`src/rtl/commit_stage.sv`:
```
// In-order retirement at the ROB head: regfile write port, maptable clear,
// store commit handshake, mispredict flush and sticky halt/illegal stop.
module commit_stage #(
    parameter int XLEN  = 32,
    parameter int TAG_W = 4,
    parameter int CNT_W = 64
) (
    input  logic             clock,
    input  logic             reset,
    input  logic             head_valid,
    input  logic             head_ready,
    input  logic [TAG_W-1:0] head_tag,
    input  logic [4:0]       head_dest_reg_idx,
    input  logic [XLEN-1:0]  head_value,
    input  logic             head_wr_mem,
    input  logic [2:0]       head_mem_size,
    input  logic [XLEN-1:0]  head_addr,
    input  logic [XLEN-1:0]  head_store_value,
    input  logic             head_mispredict,
    input  logic [XLEN-1:0]  head_target_pc,
    input  logic             head_halt,
    input  logic             head_illegal,
    input  logic             mem_st_ack,
    output logic             rob_retire,
    output logic             map_clear_en,
    output logic [4:0]       map_clear_idx,
    output logic [TAG_W-1:0] map_clear_tag,
    output logic             wb_reg_wr_en_out,
    output logic [4:0]       wb_reg_wr_idx_out,
    output logic [XLEN-1:0]  wb_reg_wr_data_out,
    output logic             mem_st_req,
    output logic [XLEN-1:0]  mem_st_addr,
    output logic [XLEN-1:0]  mem_st_data,
    output logic [2:0]       mem_st_size,
    output logic             flush_out,
    output logic [XLEN-1:0]  flush_pc,
    output logic             halted,
    output logic             illegal_out,
    output logic [CNT_W-1:0] retired_count
);

    localparam logic [1:0] S_RUN     = 2'd0;
    localparam logic [1:0] S_ST_WAIT = 2'd1;
    localparam logic [1:0] S_FLUSH   = 2'd2;
    localparam logic [1:0] S_HALTED  = 2'd3;

    logic [1:0] state;
    logic       ret;
    logic       is_stop;
    logic       has_dest;

    assign ret      = head_valid & head_ready & (state == S_RUN);
    assign is_stop  = head_illegal | head_halt;
    assign has_dest = |head_dest_reg_idx;

    // Stops outrank stores, stores outrank mispredicts; a store pops only on ack.
    always_comb begin
        rob_retire    = 1'b0;
        map_clear_en  = 1'b0;
        map_clear_idx = '0;
        map_clear_tag = '0;
        if (ret && is_stop) begin
            rob_retire = 1'b1;
        end else if (ret && !head_wr_mem) begin
            rob_retire = 1'b1;
            if (has_dest) begin
                map_clear_en  = 1'b1;
                map_clear_idx = head_dest_reg_idx;
                map_clear_tag = head_tag;
            end
        end else if (state == S_ST_WAIT && mem_st_ack) begin
            rob_retire = 1'b1;
        end
    end

    always_ff @(posedge clock) begin
        if (reset) begin
            state              <= S_RUN;
            wb_reg_wr_en_out   <= 1'b0;
            wb_reg_wr_idx_out  <= '0;
            wb_reg_wr_data_out <= '0;
            mem_st_req         <= 1'b0;
            mem_st_addr        <= '0;
            mem_st_data        <= '0;
            mem_st_size        <= '0;
            flush_out          <= 1'b0;
            flush_pc           <= '0;
            halted             <= 1'b0;
            illegal_out        <= 1'b0;
            retired_count      <= '0;
        end else begin
            wb_reg_wr_en_out <= 1'b0;
            flush_out        <= 1'b0;
            if (rob_retire) begin
                retired_count <= retired_count + CNT_W'(1);
            end
            case (state)
                S_RUN: begin
                    if (ret) begin
                        if (is_stop) begin
                            halted      <= 1'b1;
                            illegal_out <= head_illegal;
                            state       <= S_HALTED;
                        end else if (head_wr_mem) begin
                            mem_st_req  <= 1'b1;
                            mem_st_addr <= head_addr;
                            mem_st_data <= head_store_value;
                            mem_st_size <= head_mem_size;
                            state       <= S_ST_WAIT;
                        end else begin
                            wb_reg_wr_en_out   <= has_dest;
                            wb_reg_wr_idx_out  <= head_dest_reg_idx;
                            wb_reg_wr_data_out <= head_value;
                            if (head_mispredict) begin
                                flush_out <= 1'b1;
                                flush_pc  <= head_target_pc;
                                state     <= S_FLUSH;
                            end
                        end
                    end
                end
                S_ST_WAIT: begin
                    if (mem_st_ack) begin
                        mem_st_req <= 1'b0;
                        state      <= S_RUN;
                    end
                end
                S_FLUSH:  state <= S_RUN;
                default:  state <= S_HALTED;
            endcase
        end
    end

endmodule

```
`config.mk`:
```
export PLATFORM = sky130hd
export DESIGN_NAME = commit_stage
export DESIGN_NICKNAME = d
export VERILOG_FILES = /design/src/rtl/commit_stage.sv
export SDC_FILE = /design/constraint.sdc
export NUM_CORES = 1
export LEC_CHECK = 0
export CAP_MARGIN = 20
export CORE_UTILIZATION = 30
export CTS_CLUSTER_DIAMETER = 60
export DETAILED_ROUTE_END_ITERATION = 7
export PLACE_DENSITY_LB_ADDON = 0.2
export SETUP_SLACK_MARGIN = 0.5
export SLEW_MARGIN = 20
export SYNTH_ARGS = -nofsm -noshare
export SYNTH_HDL_FRONTEND = slang
export SYNTH_SLANG_ARGS = --single-unit
export TNS_END_PERCENT = 10
```
`constraint.sdc`:
```
create_clock -name clock -period 3 [get_ports clock]
set_input_delay 0.6 -clock clock [delete_from_list [all_inputs] [get_ports clock]]
set_output_delay 0.6 -clock clock [all_outputs]
set_load 0.03 [all_outputs]
```
==> Yosys cells after proc, flatten, opt, wreduce, memory -nomap -nowiden <==
Index checks and enable logic that the tools add are counted.
{ "totals": {"inputBits": 149, "output_inout_bits": 216, "word_cells": 66, "register_bits": 207} }
{ "op_classes": {"addsub": 1, "eq_ne": 7, "reduce_logical": 14, "muxes": 24, "bitwise_logic": 7} }
{ "ops": {"columns": ["operator", "n"], "rows": [
  ["$add 64x1->64 const B", 1],
  ["$mux 5", 3],
  ["$mux 4", 3],
  ["$mux 1", 11],
  ["$mux 2", 5],
  ["$reduce_and 5->1", 2],
  ["$reduce_or 5->1", 2],
  ["$ne 2x2->1 const B", 4],
  ["$reduce_and 4->1", 2],
  ["$pmux 2 s3", 1],
  ["$reduce_and 3->1", 2],
  ["$ne 4x4->1 const B", 1],
  ["$not 1->1", 4],
  ["$logic_and 1x1->1", 3],
  ["$and 1x1->1", 2],
  ["$eq 2x1->1 const B", 1],
  ["$eq 2x2->1 const B", 1],
  ["$logic_not 2->1", 1],
  ["$pmux 1 s2", 1],
  ["$reduce_bool 2->1", 1],
  ["$logic_not 1->1", 1],
  ["$or 1x1->1", 1]
]} }

==> Longest topological paths before layout <==
Gate-level depths: netlist (run 1).
{ "depth": {"ltp_word": 5, "ltp_mapped": 10, "ltp_nobuf": 8} }

==> Worst setup path after synthesis (run 1) <==
Ideal clock, no wire load.
{ "synth_timing": {"path_type": "input to output", "startpoint": "in head_illegal", "endpoint": "out map_clear_tag[0]", "required_ns": 2.400, "n_path_buf": 0, "stages": 5, "setup_slack_ns": 0.302, "arrival_ns": 2.098, "path_cell_list": "or2_2 -> nor2_1 -> nand2_1 -> a21oi_1 -> and2_1"} }
{ "synth_via": {"elab_chain_cells": 3} }
{ "synth_lines": {"columns": ["item", "line", "text"], "rows": [
  ["start: declaration", "22", "input logic head_illegal,"],
  ["$or 1x1->1", "53", "assign is_stop = head_illegal | head_halt;"],
  ["$logic_and 1x1->1", "62", "if (ret && is_stop) begin"],
  ["$mux 4", "62", null],
  ["end: declaration", "27", "output logic [TAG_W-1:0] map_clear_tag,"]
]} }
Every way passes these cells.

==> Final worst setup path (run 1) <==
{ "layout_timing": {"startpoint": "in head_wr_mem", "endpoint": "out map_clear_tag[1]"} }
{ "layout_via": {"elab_chain_cells": 4} }
{ "layout_lines": {"columns": ["item", "line", "text"], "rows": [
  ["start: declaration", "15", "input logic head_wr_mem,"],
  ["$logic_not 1->1", "64", "end else if (ret && !head_wr_mem) begin"],
  ["$logic_and 1x1->1", "64", null],
  ["$mux 4", "64", null],
  ["$mux 4", "62", null]
]} }
Every way passes these cells.

==> results of run 1 <==
-- metrics by stage --
stage	cell area [um2]	instances	utilization (%)
finish	13400	1759	50.9
global route	13400	1759	50.9
CTS	13300	1757	50.5
detailed placement	12300	1705	46.9
global placement	12300	1705	46.9
floorplan	8110	1031	-
-- how the worst min path moves through the flow --
| stage | startpoint | endpoint | depth (start not counted) |
|---|---|---|---|
| global route | mem_st_data[6] | mem_st_data[6] | 2 |
| detailed placement | wb_reg_wr_data_out[2] | wb_reg_wr_data_out[2] | 2 |
| finish | mem_st_addr[5] | mem_st_addr[5] | 2 |
| floorplan | state[1] | state[1] | 2 |
| global placement | flush_pc[9] | flush_pc[9] | 2 |
| CTS | wb_reg_wr_data_out[2] | wb_reg_wr_data_out[2] | 2 |
-- sequential cells by signal, summed over array words and instances (netlist names), 2 cells and up --
signal	count
flush_pc	32
state	2
retired_count	64
mem_st_size	3
wb_reg_wr_idx_out	5
mem_st_addr	32
wb_reg_wr_data_out	32
mem_st_data	32
-- worst register-to-register path: stages, from the launching register on --
cell and delay, ns:
dfxtp_1 0.43, nand4_2 0.20, or3_4 0.46, or4_4 0.66, or4_1 0.53, a21oi_1 0.15
-- final cells by class --
class	instances	area, um2	share of cell area (%)
clock buffers	40	815	6.09
clock inverters	10	97.6	0.730
inverters	17	63.8	0.477
multi-input cells	745	3750	28.1
flip-flops and latches	207	4140	31.0
well taps	335	419	3.13
repair buffers	405	4080	30.5
-- repair_timing --
action                                  in CTS  in global routing
gates resized for setup                     10                 24
hold endpoints to repair                     0                  0
pin swaps                                    1                  4
endpoints found under the setup margin      19                 28
buffers inserted                             2                  2
-- placed cells by master, fill, tap and decap left out, drive strengths merged, types with 24 or more instances in the layout --
cell / netlist / routed
clkbuf: 55 / 41
nand3: 27 / 27
clkdlybuf4s50: 0 / 348
buf: 7 / 52
a21oi: 177 / 177
or3: 24 / 24
nand2: 308 / 308
nor2: 42 / 42
o21ai: 24 / 24
nand4: 28 / 28
dfxtp: 207 / 207
-- power by group through the flow --
stage / Clock (W) / Sequential [W] / Combinational [W]
after floorplan: 0 / 0.00298 / 0.000249
after global placement: 0 / 0.00290 / 0.000750
after detailed placement: 0 / 0.00290 / 0.000747
after CTS: 0.00332 / 0.00284 / 0.000755
after global routing: 0.00343 / 0.00285 / 0.000841
final: 0.00322 / 0.00284 / 0.000787
-- routing by layer --
layer	global-route usage [%]	share of wire [%]
met4	7.09	3.1
met2	33.3	47
met1	24.7	43
met3	5.05	7.0
met5	0	0
-- kinds of logic after synthesis --
group	count (synthesis)	synth area share, %
AO/OA/AOI/OAI	223	14.6
XOR/XNOR	25	2.70
adder cells (fa/ha/maj)	3	0.463
buffers and inverters	79	3.77
flip-flops	207	51.2
AND/OR/NAND/NOR	494	27.3
==> impl_metrics.tcl, run 1 <==
set metrics [dict create \
    num_vias 8514 \
    initial_core_util_pct 30.8 \
    rr_endpoint "retired_count[63]" \
    grt_overflow 0 \
    place.gp.congestion 0.854 \
    finalCritPeriodShare_pct 84.4 \
    p_sw_w 0.00168 \
    port_buffers 364 \
    cp-end-kind "primary output" \
    viasPerCell 4.84 \
    yosys_register_bits 207 \
    grt_usage_pct 19.9 \
    setup_tns_ns 0 \
    tritoncts "built" \
    pre_cts_slack_ns 0.0809 \
    worstSetupStartpointType "input pin" \
    area_delta_synth_final_pct 65.1 \
    skew_ns 0.0125 \
    finalSetupViolations 0 \
    clk_latency_ns 0.53 \
    dp_hpwl_um 20300 \
    grt_pass1_vias 8094 \
    syn_area_um2 8100 \
    yosys_warnings 0 \
    cts_buffers 27 \
    power_frac_comb_pct 11.5 \
    worstPathRequired_ns 2.40 \
    synth_cell_types 40 \
    wl_per_cell_um 16.2 \
    die_h_um 166 \
    nFillCells 2474 \
    maxCapViolCount 0 \
    ant_nets 0 \
    ys.flop_type "dfxtp_1" \
    wl_um 28500 \
    ir_drop_uv 483 \
    status "complete, but fails checks" \
    seq_area_frac_synth_pct 51.2 \
    crit_type "input pin to primary output" \
    clkTransAtPathRegs_ns 0.06 \
    synth_top_area_share_pct 51.2 \
    cp_top_family "buffers and inverters" \
    avgSynthCellArea_um2 7.86 \
    r2r_slack_ns 0.50 \
    cts.path.max_buffers 3 \
    cp.depth 7 \
    htreeDepth 1 \
    clock_sink_count 207 \
    reg2reg_from "retired_count[34]" \
    grt_pass1_wl_um 44400 \
    cp_slowest_stage_delay_ns 0.41 \
    synth_commonest_cells "308 x nand2_1, 207 x dfxtp_1, 177 x a21oi_1" \
    final_nets 1555 \
    layout-drive-gt1-share_pct 8.99 \
    crit_start "head_wr_mem" \
    async_flop_share_pct 0 \
    drt-initial-drc-count 436 \
    path_cells "clkdlybuf4s50_1 -> buf_4 -> nor2_4 -> nand2_2 -> a21oi_4 -> and2_4 -> buf_4" \
    synth_nets 1183 \
    grt_max_degree 82 \
    dieArea_um2 27700 \
    hold_class "register to register" \
    clock-root-buffer "clkbuf_16" \
    slew_headroom_pct 54.4 \
    critPathBufInv 3 \
    antenna_found_initial 0 \
    core_area_um2 26300 \
    crit_top_cell "buf_4" \
    p_seq_share_pct 41.5 \
    ios 365 \
    fmaxAchievable_ghz 0.395 \
    drv_slew 0 \
    hold_viol 0 \
    syn_inst 1031 \
    intPower_w 0.00517 \
    synth_most_common_cell "nand2_1" \
    reg2reg_depth 5 \
    crit_slowest_cell "clkdlybuf4s50_1" \
    swShare_pct 24.5 \
    dr.pass1.iters 6 \
    drc 23 \
    crit_fanout 6 \
    violations "DRC" \
    crit_path_end "map_clear_tag[1]" \
    synth_area_leaders "dfxtp_1 51%, nand2_1 14%, a21oi_1 11%, clkbuf_1 2.5%, nand4_1 2.1%" \
    p_total_w 0.00685 \
    die_width_um 166 \
    worstPathArrival_ns 1.93 \
    antennaDiodeCount 0 \
    rsz0062_at_grt "true" \
    synth_edf_count 0 \
    power.density_nw_per_um2 512 \
    yosysTopAreaCell "dfxtp_1" \
    rows 59 \
    fin_crit_ns 2.53 \
    timing.hold.ws_ns 0.452 \
    timing.final.ws_setup_ns 0.467 \
    p_clk_share_pct 47.0 \
    p_leak_nw 4.52 \
    ctsHoldBuffers 0 \
    tightest_slew_ns 0.684 \
]
Power figures use the tool's default switching activity.
==> inputs of run 2 (changes only) <==
clock period = 2.64 ns   (was 3 ns; I/O delays follow)
==> impl_metrics.tcl, run 2 (synthesized netlist as in run 1, its figures left out) <==
set metrics [dict create \
    status "complete, but fails checks" \
    violations "DRC" \
    antenna_found_initial 0 \
    htreeDepth 1 \
    grt_max_degree 103 \
    cp_top_family "buffers and inverters" \
    clkTransAtPathRegs_ns 0.05 \
    fmaxAchievable_ghz 0.408 \
    antennaDiodeCount 0 \
    core_area_um2 26300 \
    clock_sink_count 207 \
    critPathBufInv 3 \
    final_nets 1594 \
    hold_class "register to register" \
    largest_register_ff_count 64 \
    grt_pass1_vias 8012 \
    die_width_um 166 \
    wl_um 28600 \
    cts_buffers 27 \
    crit_fanout 6 \
    drv_slew 0 \
    largest-register "retired_count" \
    clock-root-buffer "clkbuf_16" \
    dieArea_um2 27700 \
    worstPathRequired_ns 2.11 \
    dp_hpwl_um 19700 \
    path_cells "clkdlybuf4s50_1 -> buf_4 -> and3_4 -> nand2_4 -> a21oi_4 -> and2_4 -> buf_6" \
    ios 365 \
    layout-drive-gt1-share_pct 14.5 \
    clk_latency_ns 0.53 \
    wl_per_cell_um 15.9 \
    worstSetupStartpointType "input pin" \
    tightest_slew_ns 0.828 \
    cts.path.max_buffers 3 \
    rows 59 \
    p_leak_nw 4.80 \
    port_buffers 364 \
    num_vias 8730 \
    crit_slowest_cell "clkdlybuf4s50_1" \
    cp-end-kind "primary output" \
    initial_core_util_pct 30.8 \
    area_delta_synth_final_pct 72.2 \
    place.gp.congestion 0.878 \
    ant_nets 0 \
    layout_common_cells "349 x clkdlybuf4s50_1, 303 x nand2_1, 181 x dfxtp_1" \
    tritoncts "built" \
    final_cell_area_um2 13900 \
    grt_pass1_wl_um 44400 \
    placed_area_um2 12500 \
    skew_ns 0.0128 \
    ir_drop_uv 423 \
    ctsHoldBuffers 0 \
    crit_type "input pin to primary output" \
    layout_commonest_cell "clkdlybuf4s50_1" \
    drc 30 \
    grt_overflow 0 \
    dr.pass1.iters 7 \
    finalSetupViolations 0 \
    cp_slowest_stage_delay_ns 0.50 \
    viasPerCell 4.86 \
    worstPathArrival_ns 1.92 \
    fin_crit_ns 2.45 \
    pre_cts_slack_ns -0.268 \
    timing.final.ws_setup_ns 0.188 \
    die_h_um 166 \
    power.density_nw_per_um2 567 \
    finalCritPeriodShare_pct 92.9 \
    rsz0062_at_grt "true" \
    grt_usage_pct 19.5 \
    drt-initial-drc-count 558 \
    slew_headroom_pct 44.8 \
    hold_viol 0 \
    maxCapViolCount 0 \
]
run 2: layer usage:
metal  vias up  part of all wire [%]  GRT usage (%)
met5         -                     0              0
met4         0                   3.5           8.33
met3        66                   7.6           4.43
met2       304                    47           32.1
met1      4026                    42           24.6
li1       4334                     -              -
run 2: path summary, 6_finish.rpt:
kind                          start                end  slack [ns]  cells past startpoint
hold / removal      mem_st_data[25]    mem_st_data[25]        0.45                      2
setup / recovery         head_ready   map_clear_tag[3]        0.19                      7
hold reg to reg     mem_st_data[25]    mem_st_data[25]        0.45                      2
setup reg to reg  retired_count[33]  retired_count[55]        0.44                      6
run 2: timing repair:
item	CTS	global route
endpoints found under the setup margin	104	150
buffers inserted	3	24
gates cloned	0	2
pin swaps	6	14
gates resized for setup	36	55
run 2: worst register-to-register path, delay by kind of cell (launching register included):
kind | cells | cell delay (ns)
AO/OA/AOI/OAI | 1 | 0.15
AND/OR/NAND/NOR | 4 | 1.46
buffers and inverters | 1 | 0.16
flip-flops | 1 | 0.37
run 2: layout make-up:
cell class              count  area (um2)
fillers                  2466       12300
flip-flops and latches    207        4220
clock buffers              41         798
clock inverters             8         119
inverters                  17        66.3
multi-input cells         745        3900
well taps                 335         419
repair buffers            444        4430
run 2: stage by stage:
| step | power, W | TNS [ns] | utilization (%) | std cells | hold WS (ns) |
|---|---|---|---|---|---|
| after floorplan | 0.00366 | 0 | - | 1031 | 0.432 |
| after global placement | 0.00413 | -3.91 | 47.5 | 1719 | 0.440 |
| after detailed placement | 0.00414 | -6.03 | 47.5 | 1719 | 0.446 |
| after CTS | 0.00794 | 0 | 51.4 | 1771 | 0.454 |
| after global routing | 0.00825 | 0 | 53.1 | 1797 | 0.467 |
| final | 0.00791 | 0 | 53.1 | 1797 | 0.450 |
run 2: power by group:
group	internal, W	switching [W]
clock network	0.00229	0.00141
registers	0.00317	0.0000440
logic	0.000514	0.000475
